## src/rtl/shifter_pkg.sv

```systemverilog
// Shared types and helpers for the shifter_arbiter block.
// Optional per-requester grant counters are enabled by SHIFTER_ARB_GRANT_CNT_EN.
package shifter_pkg;

  localparam logic DIR_LEFT  = 1'b0;
  localparam logic DIR_RIGHT = 1'b1;

  localparam int unsigned CNT_W   = 16;
  localparam logic [CNT_W-1:0] CNT_MAX = 16'hFFFF;

  typedef enum logic {
    EMPTY = 1'b0,
    FULL  = 1'b1
  } state_e;

  // Round-robin pointer step: p+1 wrapping at n.
  function automatic int unsigned ptr_inc(input int unsigned p, input int unsigned n);
    return (p + 1 >= n) ? 0 : p + 1;
  endfunction

endpackage

```

## src/rtl/barrel_shifter.sv

```systemverilog
// Combinational logical barrel shifter, zero fill; dir 0 = left, 1 = right.
module barrel_shifter
  import shifter_pkg::*;
#(
  parameter int unsigned N = 8,
  localparam int unsigned AW = $clog2(N)
) (
  input  logic [N-1:0]  data,
  input  logic [AW-1:0] amt,
  input  logic          dir,
  output logic [N-1:0]  result
);

  always_comb begin
    result = '0;
    if (dir == DIR_RIGHT) begin
      result = data >> amt;
    end else begin
      result = data << amt;
    end
  end

endmodule

```

## src/rtl/rr_arbiter.sv

```systemverilog
// Round-robin arbiter: search starts one past the last grant and wraps.
module rr_arbiter
  import shifter_pkg::*;
#(
  parameter int unsigned NREQ = 2,
  localparam int unsigned IW = (NREQ > 1) ? $clog2(NREQ) : 1
) (
  input  logic [NREQ-1:0] req,
  input  logic            enable,
  input  logic [IW-1:0]   last,
  output logic [NREQ-1:0] gnt,
  output logic [IW-1:0]   idx
);

  logic [IW-1:0] cur;
  logic          found;

  always_comb begin
    gnt   = '0;
    idx   = '0;
    found = 1'b0;
    cur   = last;
    for (int k = 0; k < NREQ; k++) begin
      cur = IW'(ptr_inc(32'(cur), NREQ));
      if (enable && !found && req[cur]) begin
        found    = 1'b1;
        gnt[cur] = 1'b1;
        idx      = cur;
      end
    end
  end

endmodule

```

## src/rtl/shifter_arbiter.sv

```systemverilog
// NREQ requesters share one barrel shifter through a round-robin arbiter and a result register.
// Define SHIFTER_ARB_GRANT_CNT_EN to add saturating per-requester grant counters (grant_cnt).
module shifter_arbiter
  import shifter_pkg::*;
#(
  parameter int unsigned N    = 8,
  parameter int unsigned NREQ = 2,
  localparam int unsigned AW  = $clog2(N),
  localparam int unsigned IW  = (NREQ > 1) ? $clog2(NREQ) : 1
) (
  input  logic               clk,
  input  logic               rst_n,
  input  logic [NREQ-1:0]    req_valid,
  output logic [NREQ-1:0]    req_ready,
  input  logic [NREQ*N-1:0]  req_data,
  input  logic [NREQ*AW-1:0] req_amt,
  input  logic [NREQ-1:0]    req_dir,
  output logic               out_valid,
  input  logic               out_ready,
  output logic [N-1:0]       out_data,
  output logic [IW-1:0]      out_id
`ifdef SHIFTER_ARB_GRANT_CNT_EN
  ,
  output logic [NREQ*CNT_W-1:0] grant_cnt
`endif
);

  state_e          state_q, state_d;
  logic [IW-1:0]   last_gnt;
  logic [NREQ-1:0] gnt;
  logic [IW-1:0]   gnt_idx;
  logic            can_accept;
  logic            fire;
  logic [N-1:0]    sel_data;
  logic [AW-1:0]   sel_amt;
  logic            sel_dir;
  logic [N-1:0]    shifted;

  // Reset also blocks handshakes so nothing is accepted while rst_n is low.
  assign can_accept = rst_n && ((state_q == EMPTY) || out_ready);
  assign fire       = |gnt;

  rr_arbiter #(
    .NREQ (NREQ)
  ) u_arb (
    .req    (req_valid),
    .enable (can_accept),
    .last   (last_gnt),
    .gnt    (gnt),
    .idx    (gnt_idx)
  );

  always_comb begin
    sel_data = '0;
    sel_amt  = '0;
    sel_dir  = DIR_LEFT;
    for (int i = 0; i < NREQ; i++) begin
      if (gnt[i]) begin
        sel_data = req_data[i*N +: N];
        sel_amt  = req_amt[i*AW +: AW];
        sel_dir  = req_dir[i];
      end
    end
  end

  barrel_shifter #(
    .N (N)
  ) u_shift (
    .data   (sel_data),
    .amt    (sel_amt),
    .dir    (sel_dir),
    .result (shifted)
  );

  always_ff @(posedge clk) begin
    if (!rst_n) begin
      state_q <= EMPTY;
    end else begin
      state_q <= state_d;
    end
  end

  always_comb begin
    state_d = state_q;
    case (state_q)
      EMPTY:   if (fire) state_d = FULL;
      FULL:    if (out_ready) state_d = fire ? FULL : EMPTY;
      default: state_d = EMPTY;
    endcase
  end

  always_comb begin
    req_ready = '0;
    out_valid = 1'b0;
    req_ready = gnt;
    out_valid = (state_q == FULL);
  end

  // Result and pointer update only on an accepted command; they hold on drain.
  always_ff @(posedge clk) begin
    if (!rst_n) begin
      out_data <= '0;
      out_id   <= '0;
      last_gnt <= IW'(NREQ - 1);
    end else if (fire) begin
      out_data <= shifted;
      out_id   <= gnt_idx;
      last_gnt <= gnt_idx;
    end
  end

`ifdef SHIFTER_ARB_GRANT_CNT_EN
  logic [NREQ*CNT_W-1:0] cnt_q;

  always_ff @(posedge clk) begin
    if (!rst_n) begin
      cnt_q <= '0;
    end else begin
      for (int i = 0; i < NREQ; i++) begin
        if (gnt[i] && (cnt_q[i*CNT_W +: CNT_W] != CNT_MAX)) begin
          cnt_q[i*CNT_W +: CNT_W] <= cnt_q[i*CNT_W +: CNT_W] + CNT_W'(1);
        end
      end
    end
  end

  assign grant_cnt = cnt_q;
`endif

endmodule
```

## config.mk

```make
export PLATFORM = sky130hd
export DESIGN_NAME = shifter_arbiter
export DESIGN_NICKNAME = d
export VERILOG_FILES = /design/src/rtl/shifter_pkg.sv /design/src/rtl/barrel_shifter.sv /design/src/rtl/rr_arbiter.sv /design/src/rtl/shifter_arbiter.sv
export SDC_FILE = /design/constraint.sdc
export NUM_CORES = 1
export LEC_CHECK = 0
export ABC_AREA = 0
export BUFFER_PORTS_ARGS = -buffer_cell sky130_fd_sc_hd__buf_4
export CAP_MARGIN = 20
export CELL_PAD_IN_SITES_DETAIL_PLACEMENT = 0
export CELL_PAD_IN_SITES_GLOBAL_PLACEMENT = 1
export CORE_MARGIN = 3
export CORE_UTILIZATION = 37
export CTS_CLUSTER_DIAMETER = 100
export DETAILED_ROUTE_END_ITERATION = 8
export PLACE_DENSITY_LB_ADDON = 0.1
export SETUP_SLACK_MARGIN = 0.1
export SLEW_MARGIN = 20
export SYNTH_ARGS = -nofsm -noshare
export SYNTH_HDL_FRONTEND = slang
export SYNTH_SLANG_ARGS = --single-unit
```

## constraint.sdc

```tcl
create_clock -name clk -period 2.85 [get_ports clk]
set_input_delay 0.1425 -clock clk [delete_from_list [all_inputs] [get_ports clk]]
set_output_delay 0.1425 -clock clk [all_outputs]
set_load 0.01 [all_outputs]
```

==> results of run 1 <==
-- how the worst max path moves through the flow --
| stage | to | depth (start not counted) | slack, ps | from |
|---|---|---|---|---|
| final | out_data[5] | 7 | 400 | last_gnt |
| after global routing | out_data[5] | 7 | 230 | out_valid |
| after CTS | out_data[5] | 7 | 440 | last_gnt |
| after detailed placement | out_data[5] | 7 | 460 | last_gnt |
| after global placement | out_data[5] | 7 | 540 | last_gnt |
| after floorplan | out_data[5] | 7 | 800 | last_gnt |
-- routing by layer --
metal	track usage, %	vias up	share of wire [%]
li1	-	791	-
met1	31.9	781	45
met2	35.3	85	45
met3	3.54	9	8.4
met4	8.35	0	1.8
met5	0	-	0
-- cell usage after synthesis, types with 2 or more instances --
library cell	n
clkbuf_1	6
a21oi_1	2
a22oi_1	3
inv_1	4
and3_1	2
o211ai_1	4
a2111oi_0	3
nor4b_1	2
a211oi_1	2
nor3_1	3
mux2_2	6
o22ai_1	4
a22oi_2	2
nor2b_1	2
a41oi_1	3
or3_1	2
o2111ai_1	2
o21ai_0	3
nand2_1	16
o31ai_1	2
buf_6	2
a32oi_1	2
nor3b_1	2
mux2i_1	9
nand3_2	2
a31oi_1	2
nand3_1	8
or2_2	2
buf_2	2
nor2_1	12
o21a_1	5
nand2b_1	4
o31a_1	3
a211o_1	3
dfxtp_1	11
nand4_1	9
and2_2	3
-- layout make-up --
class / count / area (um^2)
Tap cell: 46 / 57.6
Fill cell: 357 / 1700
Timing Repair Buffer: 46 / 345
Sequential cell: 11 / 220
Clock buffer: 4 / 45.0
Inverter: 5 / 18.8
Multi-Input combinational cell: 152 / 1080
-- state kept, by name, summed over array words and instances (netlist names) --
name       cells
out_valid      1
out_id         1
out_data       8
last_gnt       1
-- placed cells by master (no fill, tap or decap), types with 3 or more instances in the layout --
| cell | n |
|---|---|
| a211o_1 | 3 |
| clkbuf_8 | 3 |
| and2_2 | 3 |
| a41oi_1 | 3 |
| mux2i_1 | 9 |
| o21ai_0 | 3 |
| nand4_1 | 9 |
| o211ai_1 | 4 |
| mux2_2 | 6 |
| dfxtp_1 | 11 |
| nand2_1 | 16 |
| nand2b_1 | 4 |
| o21a_1 | 5 |
| buf_4 | 46 |
| o31a_1 | 3 |
| o22ai_1 | 4 |
| nand3_1 | 8 |
| a2111oi_0 | 3 |
| a22oi_1 | 3 |
| nor2_1 | 12 |
| nor3_1 | 3 |
| inv_1 | 4 |
-- cell families after synthesis --
kind of cell    Yosys count  synth area share (%)
simple gates             76                  30.8
flops                    11                  16.0
compound gates           61                  36.1
mux                      15                  11.4
buf+inv                  16                  5.63
-- worst max-delay path: cells and delay by family, from the launching register on --
kind	cells	cell delay, ps
buffers and inverters	1	210
DFF	1	340
muxes	1	420
and+or+nand+nor	2	430
AOI/OAI and AO/OA	3	990
-- power by group through the flow --
stage | combinational, W | clock [W] | sequential [W]
final | 0.000237 | 0.000169 | 0.000172
after global routing | 0.000258 | 0.000180 | 0.000173
after CTS | 0.000234 | 0.000173 | 0.000172
after detailed placement | 0.000233 | 0 | 0.000175
after global placement | 0.000232 | 0 | 0.000175
after floorplan | 0.000134 | 0 | 0.000180
-- metrics by stage --
| step | instance area, um^2 | power (W) | hold slack (ps) |
|---|---|---|---|
| 6_report | 1770 | 0.000578 | 240 |
| 4_1_cts | 1770 | 0.000580 | 232 |
| 5_1_grt | 1770 | 0.000612 | 248 |
| 3_5_place_dp | 1720 | 0.000409 | 492 |
| 3_3_place_gp | 1720 | 0.000407 | 495 |
| 2_1_floorplan | 1380 | 0.000314 | 330 |
==> results_dict.tcl, run 1 <==
set metrics [dict create \
    p_per_area_nw_per_um2 327 \
    cts_tree "built" \
    pwr-share-comb_pct 40.9 \
    timing.final.hold_violations 0 \
    place_hpwl_um 3870 \
    synth_nets 208 \
    die_h_um 67.0 \
    crit_chain "or2b_4 > nand4_1 > inv_1 > a21oi_2 > mux2_2 > o311ai_1 > o221a_2" \
    cp.required_ps 3050 \
    crit_arrival_ps 2640 \
    min_period_over_period_pct 85.8 \
    holdCritPathClass "primary input to flip-flop" \
    portBuffers 40 \
    cts_max_level 1 \
    p_int_w 0.000368 \
    reg2reg_depth 7 \
    area_delta_synth_final_pct 28.2 \
    gp_congestion 0.886 \
    grt_first_pass_wirelength_um 7820 \
    layout_setup_ws_ps 405 \
    overflow 0 \
    synth_ff_type "dfxtp_1" \
    instances_no_fill 264 \
    synthArstFlopShare_pct 0 \
    cts-resized-gates 0 \
    setup_viol 0 \
    seqPwrFrac_pct 29.8 \
    synth.avg_cell_area_um2 7.70 \
    place_ws_ps 463 \
    fin_skew_ps 11.0 \
    clk_pin_slew_ps 60 \
    r2r-end "out_data[5]" \
    drt_iter0_drc 168 \
    holdBufCountCts 0 \
    die_area_um2 4490 \
    drive_above_1_share_pct 33.0 \
    drv_slew 0 \
    diodes 0 \
    worstSetupEndpointType "flip-flop" \
    die-width_um 67.0 \
    detail_route.wl_per_cell_um 18.4 \
    p_leak_nw 0.700 \
    status "complete, no violations" \
    initial_core_util_pct 39.7 \
    firstDrtPassIters 4 \
    path_class "flip-flop to flip-flop" \
    first_global_vias 1571 \
    min_from "rst_n" \
    cpMaxStageDelayCell "a21oi_2" \
    drv_cap 0 \
    fmax_mhz 409 \
    track_usage_pct 23.0 \
    r2r_start "last_gnt" \
    cts.sinks 11 \
    power.switching_w 0.000210 \
    routed_wl_um 4860 \
    r2r_setup_slack_ps 400 \
    core-area_um2 3470 \
    synth.distinct_cells 62 \
    swShare_pct 36.3 \
    min_period_ps 2450 \
    postCtsSetupBuffers 0 \
    critPathLaunchType "flip-flop" \
    post_drt_via_cell_ratio 6.31 \
    pin_count 41 \
    rsz0062_at_grt "false" \
    route.detailed.drc 0 \
    hold_end "last_gnt" \
    cpPeakStageDelay_ps 480 \
    utilization_pct 50.9 \
    ir_drop_mv 0.229 \
    tightest_slew_ps 565 \
    yosys-top-cells-area "dfxtp_1 (16%), mux2i_1 (6.5%), mux2_2 (4.9%)" \
    ys_ff_latch 11 \
    num_vias 1666 \
    synth_area_um2 1380 \
    synth_edf_count 0 \
    nNetsFinal 248 \
    synth_top_cell_by_area "dfxtp_1" \
    fp-row-count 21 \
    worstSkewPairLatency_ps 250 \
    post-synth-top-area-fraction_pct 16.0 \
    grt_start_max_net_pins 26 \
    grt_antenna_before_repair 0 \
    tns_ps 0 \
    cts_root_buffer "clkbuf_8" \
    slew-limit-headroom_pct 62.2 \
    cts_max_path_buffers 2 \
    synth-seq-area-share_pct 16.0 \
    yosysWarnings 0 \
    postRouteAntennaNets 0 \
    clock_power_share_pct 29.2 \
    path_max_fanout 11 \
    numCtsBuffers 3 \
    placedCellCount 260 \
    synth_cells 179 \
    hold_depth 2 \
]
No activity file was read; power rests on OpenSTA's default activity.
==> run 2, diff against run 1 <==
--- a/config.mk
+++ b/config.mk
@@ -14,9 +14,9 @@
 export CORE_UTILIZATION = 37
 export CTS_CLUSTER_DIAMETER = 100
 export DETAILED_ROUTE_END_ITERATION = 8
-export PLACE_DENSITY_LB_ADDON = 0.1
+export GPL_TIMING_DRIVEN = 0
+export PLACE_DENSITY = 0.87
 export SETUP_SLACK_MARGIN = 0.1
-export SLEW_MARGIN = 20
 export SYNTH_ARGS = -nofsm -noshare
 export SYNTH_HDL_FRONTEND = slang
 export SYNTH_SLANG_ARGS = --single-unit
==> results_dict.tcl, run 2 (synthesis gave the netlist of run 1 again) <==
set metrics [dict create \
    nNetsFinal 251 \
    largest_register_ffs 8 \
    final_common_cell "buf_4" \
    drive_above_1_share_pct 30.8 \
    drv_slew 0 \
    track_usage_pct 22.2 \
    slew-limit-headroom_pct 61.3 \
    num_vias 1684 \
    p_per_area_nw_per_um2 329 \
    diodes 0 \
    crit_arrival_ps 2560 \
    grt_start_max_net_pins 11 \
    overflow 0 \
    hold_depth 4 \
    die-width_um 67.0 \
    fin_skew_ps 2.32 \
    ir_drop_mv 0.154 \
    setup_viol 0 \
    cts.sinks 11 \
    r2r_setup_slack_ps 490 \
    holdCritPathClass "primary input to flip-flop" \
    grt_first_pass_wirelength_um 7510 \
    final_cell_mix "buf_4 (38), nand2_1 (16), nor2_1 (12), dfxtp_1 (11)" \
    grt_antenna_before_repair 0 \
    hold_end "last_gnt" \
    power.switching_w 0.000215 \
    cts_tree "built" \
    min_from "req_valid[0]" \
    fmax_mhz 424 \
    postRouteAntennaNets 0 \
    swShare_pct 36.9 \
    p_int_w 0.000367 \
    drt_iter0_drc 162 \
    drv_cap 0 \
    clk_pin_slew_ps 60 \
    power_w 0.000581 \
    route.detailed.drc 0 \
    holdBufCountCts 0 \
    multi_input_area_um2 1080 \
    min_period_ps 2360 \
    tightest_slew_ps 581 \
    fp-row-count 21 \
    pin_count 41 \
    r2r_start "last_gnt" \
    r2r-end "out_data[5]" \
    initial_core_util_pct 39.7 \
    status "complete, no violations" \
    worstSetupEndpointType "flip-flop" \
    critPathLaunchType "flip-flop" \
    path_class "flip-flop to flip-flop" \
    p_leak_nw 0.690 \
    worstSkewPairLatency_ps 250 \
    area_delta_synth_final_pct 28.2 \
    regArea_um2 220 \
    reg2reg_depth 7 \
    die_h_um 67.0 \
    cts_root_buffer "clkbuf_8" \
    tns_ps 0 \
    seqPwrFrac_pct 29.6 \
    core-area_um2 3470 \
    cts_max_path_buffers 2 \
    min_period_over_period_pct 82.8 \
    path_max_fanout 9 \
    detail_route.wl_per_cell_um 18.0 \
    cts-resized-gates 0 \
    clock_power_share_pct 29.9 \
    cts_max_level 1 \
    fill_cells 375 \
    post_drt_via_cell_ratio 6.31 \
    portBuffers 38 \
    largest_register "out_data" \
    firstDrtPassIters 4 \
    routed_wl_um 4820 \
    postCtsSetupBuffers 0 \
    timing.final.hold_violations 0 \
    cp.required_ps 3050 \
    gp_congestion 0.918 \
    rsz0062_at_grt "false" \
    first_global_vias 1500 \
    pwr-share-comb_pct 40.5 \
    numCtsBuffers 3 \
    place_hpwl_um 3730 \
    die_area_um2 4490 \
]
[run 2: cell types whose count changed in the layout (fill, tap and decap cells not counted)]
| cell | delta |
|---|---|
| buf_6 | +2 |
| clkbuf_1 | +6 |
| buf_1 | +1 |
| buf_2 | +2 |
| buf_4 | -8 |
[run 2: critical path: stages, from the launching register on]
cell      delay [ps]
dfxtp_1          340
or2b_4           290
nand4_1          160
inv_1            100
a21oi_2          480
mux2_2           430
o311ai_1         280
o221a_2          240
[run 2: worst max path at each step]
stage / from / to / depth (start not counted)
after floorplan: last_gnt / out_data[5] / 7
after global placement: last_gnt / out_data[5] / 7
after detailed placement: last_gnt / out_data[5] / 8
after CTS: last_gnt / out_data[5] / 7
after global routing: last_gnt / out_data[5] / 7
final: last_gnt / out_data[5] / 7
[run 2: layout make-up]
| cell class | count | area share [%] |
|---|---|---|
| Timing Repair Buffer | 38 | 16.2 |
| Inverter | 5 | 1.06 |
| Buffer | 11 | 3.33 |
| Multi-Input combinational cell | 152 | 61.2 |
| Sequential cell | 11 | 12.5 |
| Clock buffer | 4 | 2.55 |
| Tap cell | 46 | 3.26 |
[run 2: power by group through the flow]
stage / combinational [W] / sequential, W / clock (W)
after floorplan: 0.000134 / 0.000180 / 0
after global placement: 0.000231 / 0.000175 / 0
after detailed placement: 0.000231 / 0.000175 / 0
after CTS: 0.000232 / 0.000172 / 0.000172
after global routing: 0.000253 / 0.000174 / 0.000179
final: 0.000235 / 0.000172 / 0.000174
[run 2: per-layer routing]
layer	part of all wire, %	wire (um)	vias to the layer above	global-route usage, %
li1	-	-	798	-
met1	46	2220	778	31.5
met2	44	2110	101	34.8
met3	8.7	419	7	1.85
met4	1.5	70	0	7.09
met5	0	0	-	0
[run 2: metrics by stage]
| stage | area [um^2] | setup slack (ps) | util [%] | cells | hold slack (ps) |
|---|---|---|---|---|---|
| 2_1_floorplan | 1380 | 799 | - | 179 | 330 |
| 5_1_grt | 1770 | 398 | 50.9 | 267 | 279 |
| 3_3_place_gp | 1720 | 529 | 49.6 | 263 | 458 |
| 4_1_cts | 1770 | 524 | 50.9 | 267 | 244 |
| 3_5_place_dp | 1720 | 552 | 49.6 | 263 | 477 |
| 6_report | 1770 | 490 | 50.9 | 267 | 246 |
==> run 3, diff against run 2 <==
--- a/config.mk
+++ b/config.mk
@@ -5,17 +5,17 @@
 export SDC_FILE = /design/constraint.sdc
 export NUM_CORES = 1
 export LEC_CHECK = 0
-export ABC_AREA = 0
+export ABC_AREA = 1
 export BUFFER_PORTS_ARGS = -buffer_cell sky130_fd_sc_hd__buf_4
 export CAP_MARGIN = 20
 export CELL_PAD_IN_SITES_DETAIL_PLACEMENT = 0
 export CELL_PAD_IN_SITES_GLOBAL_PLACEMENT = 1
 export CORE_MARGIN = 3
-export CORE_UTILIZATION = 37
+export CORE_UTILIZATION = 29
 export CTS_CLUSTER_DIAMETER = 100
 export DETAILED_ROUTE_END_ITERATION = 8
 export GPL_TIMING_DRIVEN = 0
-export PLACE_DENSITY = 0.87
+export PLACE_DENSITY = 0.82
 export SETUP_SLACK_MARGIN = 0.1
 export SYNTH_ARGS = -nofsm -noshare
 export SYNTH_HDL_FRONTEND = slang
==> constraint.sdc (replaced) <==
create_clock -name clk -period 2 [get_ports clk]
set_input_delay 0.1 -clock clk [delete_from_list [all_inputs] [get_ports clk]]
set_output_delay 0.1 -clock clk [all_outputs]
set_load 0.01 [all_outputs]
==> results_dict.tcl, run 3 <==
set metrics [dict create \
    first_global_vias 1458 \
    synth-seq-area-share_pct 18.8 \
    pin_count 41 \
    yosys-top-cells-area "nand3_1 (24%), nand2_1 (23%), dfxtp_1 (19%)" \
    drive_above_1_share_pct 35.6 \
    area_delta_synth_final_pct 59.3 \
    utilization_pct 49.6 \
    numCtsBuffers 3 \
    synth.avg_cell_area_um2 5.64 \
    cts_tree "built" \
    fp-row-count 22 \
    detail_route.wl_per_cell_um 13.5 \
    tightest_slew_ps 448 \
    timing.final.hold_violations 0 \
    cts_root_buffer "clkbuf_8" \
    overflow 0 \
    post_drt_via_cell_ratio 5.17 \
    drv_slew 0 \
    route.detailed.drc 0 \
    min_period_ps 1880 \
    r2r_start "out_valid" \
    critPathLaunchType "flip-flop" \
    grt_antenna_before_repair 0 \
    diodes 0 \
    gp_congestion 0.867 \
    num_vias 1627 \
    multi_input_area_um2 933 \
    ir_drop_mv 0.482 \
    holdCritPathClass "primary input to flip-flop" \
    rsz0062_at_grt "true" \
    ys_ff_latch 11 \
    cts_max_level 1 \
    min_from "rst_n" \
    grt_start_max_net_pins 11 \
    startpoint "out_valid" \
    synth_cells 208 \
    fin_skew_ps 4.67 \
    final_cell_mix "nand2_1 (66), buf_4 (52), nand3_1 (51), inv_1 (23), dfxtp_1 (10)" \
    cp.required_ps 2140 \
    synth_top_cell_by_area "nand3_1" \
    cpMaxStageDelayCell "dfxtp_4" \
    core-area_um2 3770 \
    path_class "flip-flop to flip-flop" \
    p_per_area_nw_per_um2 502 \
    grt_first_pass_wirelength_um 6590 \
    synth_area_um2 1170 \
    synth_edf_count 0 \
    die_area_um2 4850 \
    fill_cells 378 \
    regArea_um2 224 \
    postRouteAntennaNets 0 \
    synthTopCellsByCount "nand2_1 (71), nand3_1 (57), inv_1 (23), dfxtp_1 (11), a21oi_1 (6)" \
    final_common_cell "nand2_1" \
    cts.sinks 11 \
    largest_register "out_data" \
    p_leak_nw 1.04 \
    worstSetupEndpointType "flip-flop" \
    nNetsFinal 297 \
    min_period_over_period_pct 94.0 \
    path_common_cell "nand3_1" \
    die-width_um 69.6 \
    drt_iter0_drc 115 \
    clk_pin_slew_ps 60 \
    tns_ps 0 \
    cts_max_path_buffers 2 \
    track_usage_pct 16.4 \
    place_hpwl_um 2900 \
    firstDrtPassIters 4 \
    yosysWarnings 0 \
    slew-limit-headroom_pct 70.1 \
    synthArstFlopShare_pct 0 \
    synth.distinct_cells 25 \
    crit_chain "a21oi_4 > buf_6 > nand2_8 > nand2_8 > inv_2 > nor2_4 > buf_4 > nand3_1 > nand3_1 > nand3_1 > nand2_1 > inv_1" \
    largest_register_ffs 8 \
    cpPeakStageDelay_ps 350 \
    holdBufCountCts 0 \
    worstSkewPairLatency_ps 250 \
    initial_core_util_pct 31.1 \
    crit_arrival_ps 2020 \
    routed_wl_um 4240 \
    synth_nets 237 \
    fmax_mhz 532 \
    path_max_fanout 6 \
    yosysMostFrequentCell "nand2_1" \
    portBuffers 40 \
    status "complete, no violations" \
    setup_viol 0 \
    die_h_um 69.6 \
    post-synth-top-area-fraction_pct 24.3 \
    drv_cap 0 \
    synth_ff_type "dfxtp_1" \
]
[run 3: worst paths after layout]
| path | to | slack (ps) | cells past startpoint |
|---|---|---|---|
| setup reg to reg | out_data[3] | 120 | 12 |
| setup / recovery | out_data[3] | 120 | 12 |
| hold reg to reg | out_id | 460 | 2 |
| hold / removal | out_valid | 100 | 3 |
[run 3: per-stage QoR]
stage	power [W]	std cells	instance area (um^2)	setup slack, ps	hold slack, ps
final	0.000938	315	1870	120	104
after global routing	0.00100	315	1870	-12.2	124
after CTS	0.000853	304	1620	148	117
after detailed placement	0.000604	296	1530	43.4	375
after global placement	0.000608	296	1530	13.0	369
after floorplan	0.000479	208	1170	305	243
[run 3: final cells by class]
class | count | share of cell area, %
buffer | 7 | 3.82
clock buffer | 4 | 2.41
inverter | 26 | 5.22
multi-input combinational | 164 | 49.9
sequential | 11 | 12.0
tap | 48 | 3.21
timing repair buffer | 55 | 23.4
[run 3: worst max-delay path, delay by kind of cell (launching register included)]
kind / cells / cell delay [ps]
buf+inv: 4 / 470
compound gates: 1 / 270
flops: 1 / 350
simple gates: 7 / 680
[run 3: logic make-up (layout without fill, tap and decap cells)]
group	after synthesis	after routing	share of synthesized area, %
DFF	11	11	18.8
AOI/OAI and AO/OA	18	18	10.9
and+or+nand+nor	146	146	58.2
buffers and inverters	33	92	12.2
[run 3: timing repair]
item                                    in CTS  in global routing
gates resized for setup                      1                 39
buffers inserted                             4                  9
endpoints found under the setup margin       7                  8
pin swaps                                    1                 10
gates cloned                                 0                  2
[run 3: power breakdown]
group          internal (W)  leakage [nW]  switching, W
sequential         0.000241        0.0913     0.0000125
clock              0.000141        0.0228     0.0000963
combinational      0.000201         0.926      0.000247
[run 3: routing by layer]
metal | vias to the layer above | GRT usage [%] | wire (um)
met1 | 752 | 22.5 | 1900
met3 | 7 | 2.17 | 237
met5 | - | 0 | 0
li1 | 803 | - | -
met4 | 0 | 6.38 | 86
met2 | 65 | 25.7 | 2020
